## src/rtl/issue_queue_pkg.sv

```systemverilog
// Shared constants for the ID -> IS issue queue.
//   IQ_DEPTH        : default queue depth (power of two, >= 2)
//   DS_TO_IS_BUS_WD : width of the decoded packet handed from ID to IS
// The queue never looks inside a packet, so no bus layout is defined here.
package issue_queue_pkg;

  localparam int IQ_DEPTH        = 4;
  localparam int DS_TO_IS_BUS_WD = 32;

endpackage

```

## src/rtl/iq_entry_array.sv

```systemverilog
// Entry storage for the issue queue: DEPTH x WIDTH register file.
// Ports:
//   clk    : clock, writes happen on posedge
//   we     : write enable
//   waddr  : write slot
//   wdata  : packet to store
//   raddr  : read slot (asynchronous read)
//   rdata  : packet held in slot raddr
// Storage is intentionally not reset; the queue only reads slots it has written.
module iq_entry_array #(
  parameter int DEPTH = 4,
  parameter int WIDTH = 32
) (
  input  logic                     clk,
  input  logic                     we,
  input  logic [$clog2(DEPTH)-1:0] waddr,
  input  logic [WIDTH-1:0]         wdata,
  input  logic [$clog2(DEPTH)-1:0] raddr,
  output logic [WIDTH-1:0]         rdata
);

  logic [WIDTH-1:0] mem [DEPTH];

  // Single write port, no reset on the payload.
  always_ff @(posedge clk) begin
    if (we) begin
      mem[waddr] <= wdata;
    end
  end

  assign rdata = mem[raddr];

endmodule

```

## src/rtl/issue_queue.sv

```systemverilog
// In-order issue queue between ID and the register-read/issue stage.
// Decouples decode from downstream stalls and presents the oldest packet.
// Ports:
//   clk            : core clock
//   reset          : asynchronous, active-high reset
//   iq_flush       : drop every entry (redirect); beats push and pop
//   ds_to_is_valid : ID offers a packet
//   ds_to_is_bus   : packet from ID
//   IQ_allowin     : queue can accept a packet (registered state only)
//   is_to_rf_valid : head packet valid toward issue/RF
//   is_to_rf_bus   : head packet (oldest)
//   rf_allowin     : downstream takes the head this cycle
//   iq_count       : current occupancy
// Build option:
//   IQ_BYPASS_EN : when the queue is empty and downstream is ready, an incoming
//                  packet goes straight to the head in the same cycle without
//                  being written. Undefined: every packet is stored first.
module issue_queue
  import issue_queue_pkg::*;
#(
  parameter int DEPTH = IQ_DEPTH,
  parameter int WIDTH = DS_TO_IS_BUS_WD
) (
  input  logic                     clk,
  input  logic                     reset,
  input  logic                     iq_flush,
  input  logic                     ds_to_is_valid,
  input  logic [WIDTH-1:0]         ds_to_is_bus,
  output logic                     IQ_allowin,
  output logic                     is_to_rf_valid,
  output logic [WIDTH-1:0]         is_to_rf_bus,
  input  logic                     rf_allowin,
  output logic [$clog2(DEPTH):0]   iq_count
);

  localparam int AW = $clog2(DEPTH);
  localparam int CW = AW + 1;

  logic [AW-1:0]    wr_ptr;
  logic [AW-1:0]    rd_ptr;
  logic [CW-1:0]    count;
  logic             not_empty;
  logic             bypass;
  logic             push;
  logic             pop;
  logic [WIDTH-1:0] head_data;

  assign not_empty  = (count != '0);
  // Full-ness comes from the count register only, so rf_allowin never
  // reaches IQ_allowin combinationally and a pop cannot free a slot for a
  // same-cycle push when full.
  assign IQ_allowin = (count != CW'(DEPTH));

`ifdef IQ_BYPASS_EN
  // Empty queue with a ready consumer: hand the packet straight through.
  assign bypass = !not_empty && ds_to_is_valid && rf_allowin && !iq_flush;
`else
  assign bypass = 1'b0;
`endif

  assign push = ds_to_is_valid && IQ_allowin && !iq_flush && !bypass;
  assign pop  = not_empty && rf_allowin && !iq_flush;

  iq_entry_array #(
    .DEPTH (DEPTH),
    .WIDTH (WIDTH)
  ) u_entries (
    .clk   (clk),
    .we    (push),
    .waddr (wr_ptr),
    .wdata (ds_to_is_bus),
    .raddr (rd_ptr),
    .rdata (head_data)
  );

  // Pointers wrap naturally because DEPTH is a power of two. A flush
  // returns both pointers to zero so the queue restarts from a known slot.
  always_ff @(posedge clk or posedge reset) begin
    if (reset) begin
      wr_ptr <= '0;
      rd_ptr <= '0;
      count  <= '0;
    end else if (iq_flush) begin
      wr_ptr <= '0;
      rd_ptr <= '0;
      count  <= '0;
    end else begin
      if (push) begin
        wr_ptr <= wr_ptr + AW'(1);
      end
      if (pop) begin
        rd_ptr <= rd_ptr + AW'(1);
      end
      count <= count + CW'(push) - CW'(pop);
    end
  end

  assign is_to_rf_valid = not_empty || bypass;
  assign is_to_rf_bus   = bypass ? ds_to_is_bus : head_data;
  assign iq_count       = count;

endmodule

```

## config.mk

```make
export PLATFORM = sky130hd
export DESIGN_NAME = issue_queue
export DESIGN_NICKNAME = d
export VERILOG_FILES = /design/src/rtl/issue_queue_pkg.sv /design/src/rtl/iq_entry_array.sv /design/src/rtl/issue_queue.sv
export SDC_FILE = /design/constraint.sdc
export NUM_CORES = 1
export LEC_CHECK = 0
export BUFFER_PORTS_ARGS = -buffer_cell sky130_fd_sc_hd__buf_2
export CAP_MARGIN = 0
export CORE_MARGIN = 3
export CORE_UTILIZATION = 55
export DETAILED_ROUTE_END_ITERATION = 8
export GPL_TIMING_DRIVEN = 1
export PLACE_DENSITY_LB_ADDON = 0.25
export SKIP_LAST_GASP = 1
export SLEW_MARGIN = 10
export SYNTH_ARGS = -nofsm -noshare
export SYNTH_HDL_FRONTEND = slang
export SYNTH_SLANG_ARGS = --single-unit
```

## constraint.sdc

```tcl
create_clock -name clk -period 4.65 [get_ports clk]
set_input_delay 0.93 -clock clk [delete_from_list [all_inputs] [get_ports clk]]
set_output_delay 0.93 -clock clk [all_outputs]
set_load 0.01 [all_outputs]
```

==> results.md <==
- Final sum of negative setup slack: 0 ns
- CTS tree: built
- Max clock buf depth: 2
- Chip height: 103 um
- Synth cell count leaders: edfxtp_1, mux4_2, inv_1
- CTS buffer count: 17
- Post-DP HPWL: 4.79 mm
- Initial antenna violation count: 0
- Syn_nets: 262
- Synth Register Bits: 135
- Count leader, synth: edfxtp_1
- Syn_area_per_cell: 23.6 um2
- Row Count: 34
- Top delay family on crit path: flip-flops
- Leak: 2.19 nW
- Max cap viols: 0
- CP startpoint: rd_ptr[0]
- Crit-path cells: buf_4 -> mux4_2 -> buf_2
- Post-synth EDFFs: 128
- Via count: 2354
- Post-DP Area: 5570 um2
- Synth top area cells: edfxtp_1, mux4_2, dfrtp_1
- Worst-skew pair later-pin latency: 0.51 ns
- Max_slew headroom: 0.417
- Postcts setup bufs: 0
- Syn Inst Count: 218
- Hold violation count in the final report: 0
- Critical Path Sink: is_to_rf_bus[21]
- Register area share after synthesis: 0.781
- Nets: 346
- Layout Skew: 0.00801 ns
- Period utilization: 0.721
- Sum of buffers and inverters on the critical path: 2
- Mux cell area share after synthesis: 0.145
- Placed cells: 391
- Routability cong.: 0.708
- Clk slew on worst S/H paths: 0.06 ns
- First-pass GRT wire length: 13.1 mm
- H-Tree Depth: 4
- Peak supply drop: 0.286 mV
- Core area: 8890 um2
- Post-Layout Cell Count: 422
- PD cells: 566 nW/um2
- WP data required: 3.72 ns
- Slowest stage cell, crit path: dfrtp_2
- Simple-gate portion of the synthesized area: 0.0209
- WL/cell: 20.3 um
- Worst Setup Start Kind: flop
- Synth area leader: edfxtp_1
- Final setup vio count: 0
- Hold-fix buffers at CTS: 0
- Largest net degree at the start of global routing: 34
- Adder-Cell Fraction of Synth Area: 0.0185
- DR iter-0 viols: 98
- Drc violations: 0
- CP max FO: 23
- Post-route ant nets: 0
- Crit path DAT: 2.42 ns
- Layout cells sized above 1: 0.443
- Die width: 103 um
- Vias in the first global route: 2412
- GR Overflow Total: 0
- Initial Utilization: 0.579
- Max stage delay on crit path: 0.84 ns
- RSZ-0062 raised after global routing: false
- Total power: 3.51 mW
- Levels on crit path: 3
- Clock root buffer: clkbuf_8
- WL final: 8.55 mm
- Area growth syn-to-layout: 20.7%
- R2R Setup Slk: 2.18 ns
- N_diodes: 0
- Cts repair resizes: 0
- I/O pin count: 74
- Crit Path Class: reg2out
- Clock sinks: 135
- Worst-Margin Slew: 0.874 ns
- R2r endpoint: iq_count[2]
- Worst reg2reg startpoint: iq_count[2]
- Compound-Gate Fraction of Synth Area: 0.00511
- Pre-Repair DR Iteration Count: 4
- Via density: 5.58
- Largest family of logic cells by synthesized area: multiplexers
- DIE AREA: 10500 um2
- Async SR Flop Fraction: 0.0519
- GRT Overall Usage: 0.175
- Ys Warns: 0
- Buffers on Ports: 73
- Worst setup EP type: output pin
- Final worst path period need: 3.35 ns
- Synthesized-area fraction occupied by xor and xnor cells: 0.00511
- Design Area, Final: 6210 um2
- Status: finished clean
- Main synth FF type: edfxtp_1
- FF-to-FF path depth: 11
- Yosys top cell area share: 0.747
- Max-slew violations: 0
- Max Fclk: 298 MHz
- Yosys cell types: 24
- Hold WC Path Type: in2async
- Synth Cell Area: 5140 um2
routing by layer:
layer  share of wire  routed length, um  global-route usage
met5               0                  0                   0
met4          0.0084                 72              0.0515
met3           0.046                397              0.0575
met2            0.52               4430               0.284
met1            0.43               3650               0.229
metrics by stage:
step / utilization / hold slack [ns] / worst slack, ns
3_3_place_gp: 0.626 / 0.595 / 1.73
6_report: 0.699 / 0.363 / 1.30
3_5_place_dp: 0.626 / 0.596 / 1.65
4_1_cts: 0.699 / 0.347 / 1.18
2_1_floorplan: - / 0.555 / 1.85
5_1_grt: 0.699 / 0.355 / 1.09
worst reg2reg max path, stage by stage (launching register included):
cell	delay (ns)
dfrtp_1	0.44
nor3b_2	0.21
nor3_1	0.31
inv_1	0.08
ha_1	0.27
inv_1	0.05
ha_1	0.12
inv_1	0.04
fa_1	0.37
xor2_1	0.16
and2_1	0.17
nor3_1	0.15
layout by cell type, fill, tap and decap left out, drive strengths merged:
cell type,netlist,final
edfxtp,128,128
buf,7,74
mux4,32,32
clkbuf,2,17
inv,8,8
dfrtp,7,7
nor2,6,6
ha,6,6
bufinv,0,6
clkinv,0,6
and2,5,5
xor2,3,3
or3,2,2
nor3,2,2
nand2b,2,2
clkinvlp,0,2
o31ai,1,1
nor3b,1,1
o21ai,1,1
a21oi,1,1
nor2b,1,1
o311ai,1,1
mux2i,1,1
fa,1,1
cell type report:
type | count | area, um2
Sequential cell | 135 | 4020
Fill cell | 518 | 2680
Multi-Input combinational cell | 66 | 1010
Clock buffer | 17 | 414
Timing Repair Buffer | 74 | 373
Clock inverter | 14 | 231
Tap cell | 108 | 135
Inverter | 8 | 30.0
report_power, final:
| part | switching [mW] | internal [mW] | total [mW] |
|---|---|---|---|
| Sequential | 0.0974 | 1.41 | 1.51 |
| Clock | 0.475 | 0.972 | 1.45 |
| Combinational | 0.253 | 0.305 | 0.558 |
| Total | 0.825 | 2.69 | 3.51 |
kinds of logic after synthesis:
group | Yosys count
mux | 33
simple gates | 19
compound gates | 4
flops | 135
xor+xnor | 3
fa+ha+maj | 7
buf+inv | 17
sequential cells by signal, summed over array words and instances, names as in the netlist:
signal / count
iq_count: 3
rd_ptr: 2
u_entries.mem: 128
wr_ptr: 2
worst min path at each step:
stage / cells after the start / to / from
after floorplan: 2 / wr_ptr[1] / wr_ptr[1]
after global placement: 2 / wr_ptr[1] / wr_ptr[1]
after detailed placement: 2 / wr_ptr[1] / wr_ptr[1]
after CTS: 2 / wr_ptr[1] / reset
after global routing: 2 / wr_ptr[1] / reset
final: 2 / wr_ptr[1] / reset
Power figures use the tool's default switching activity.
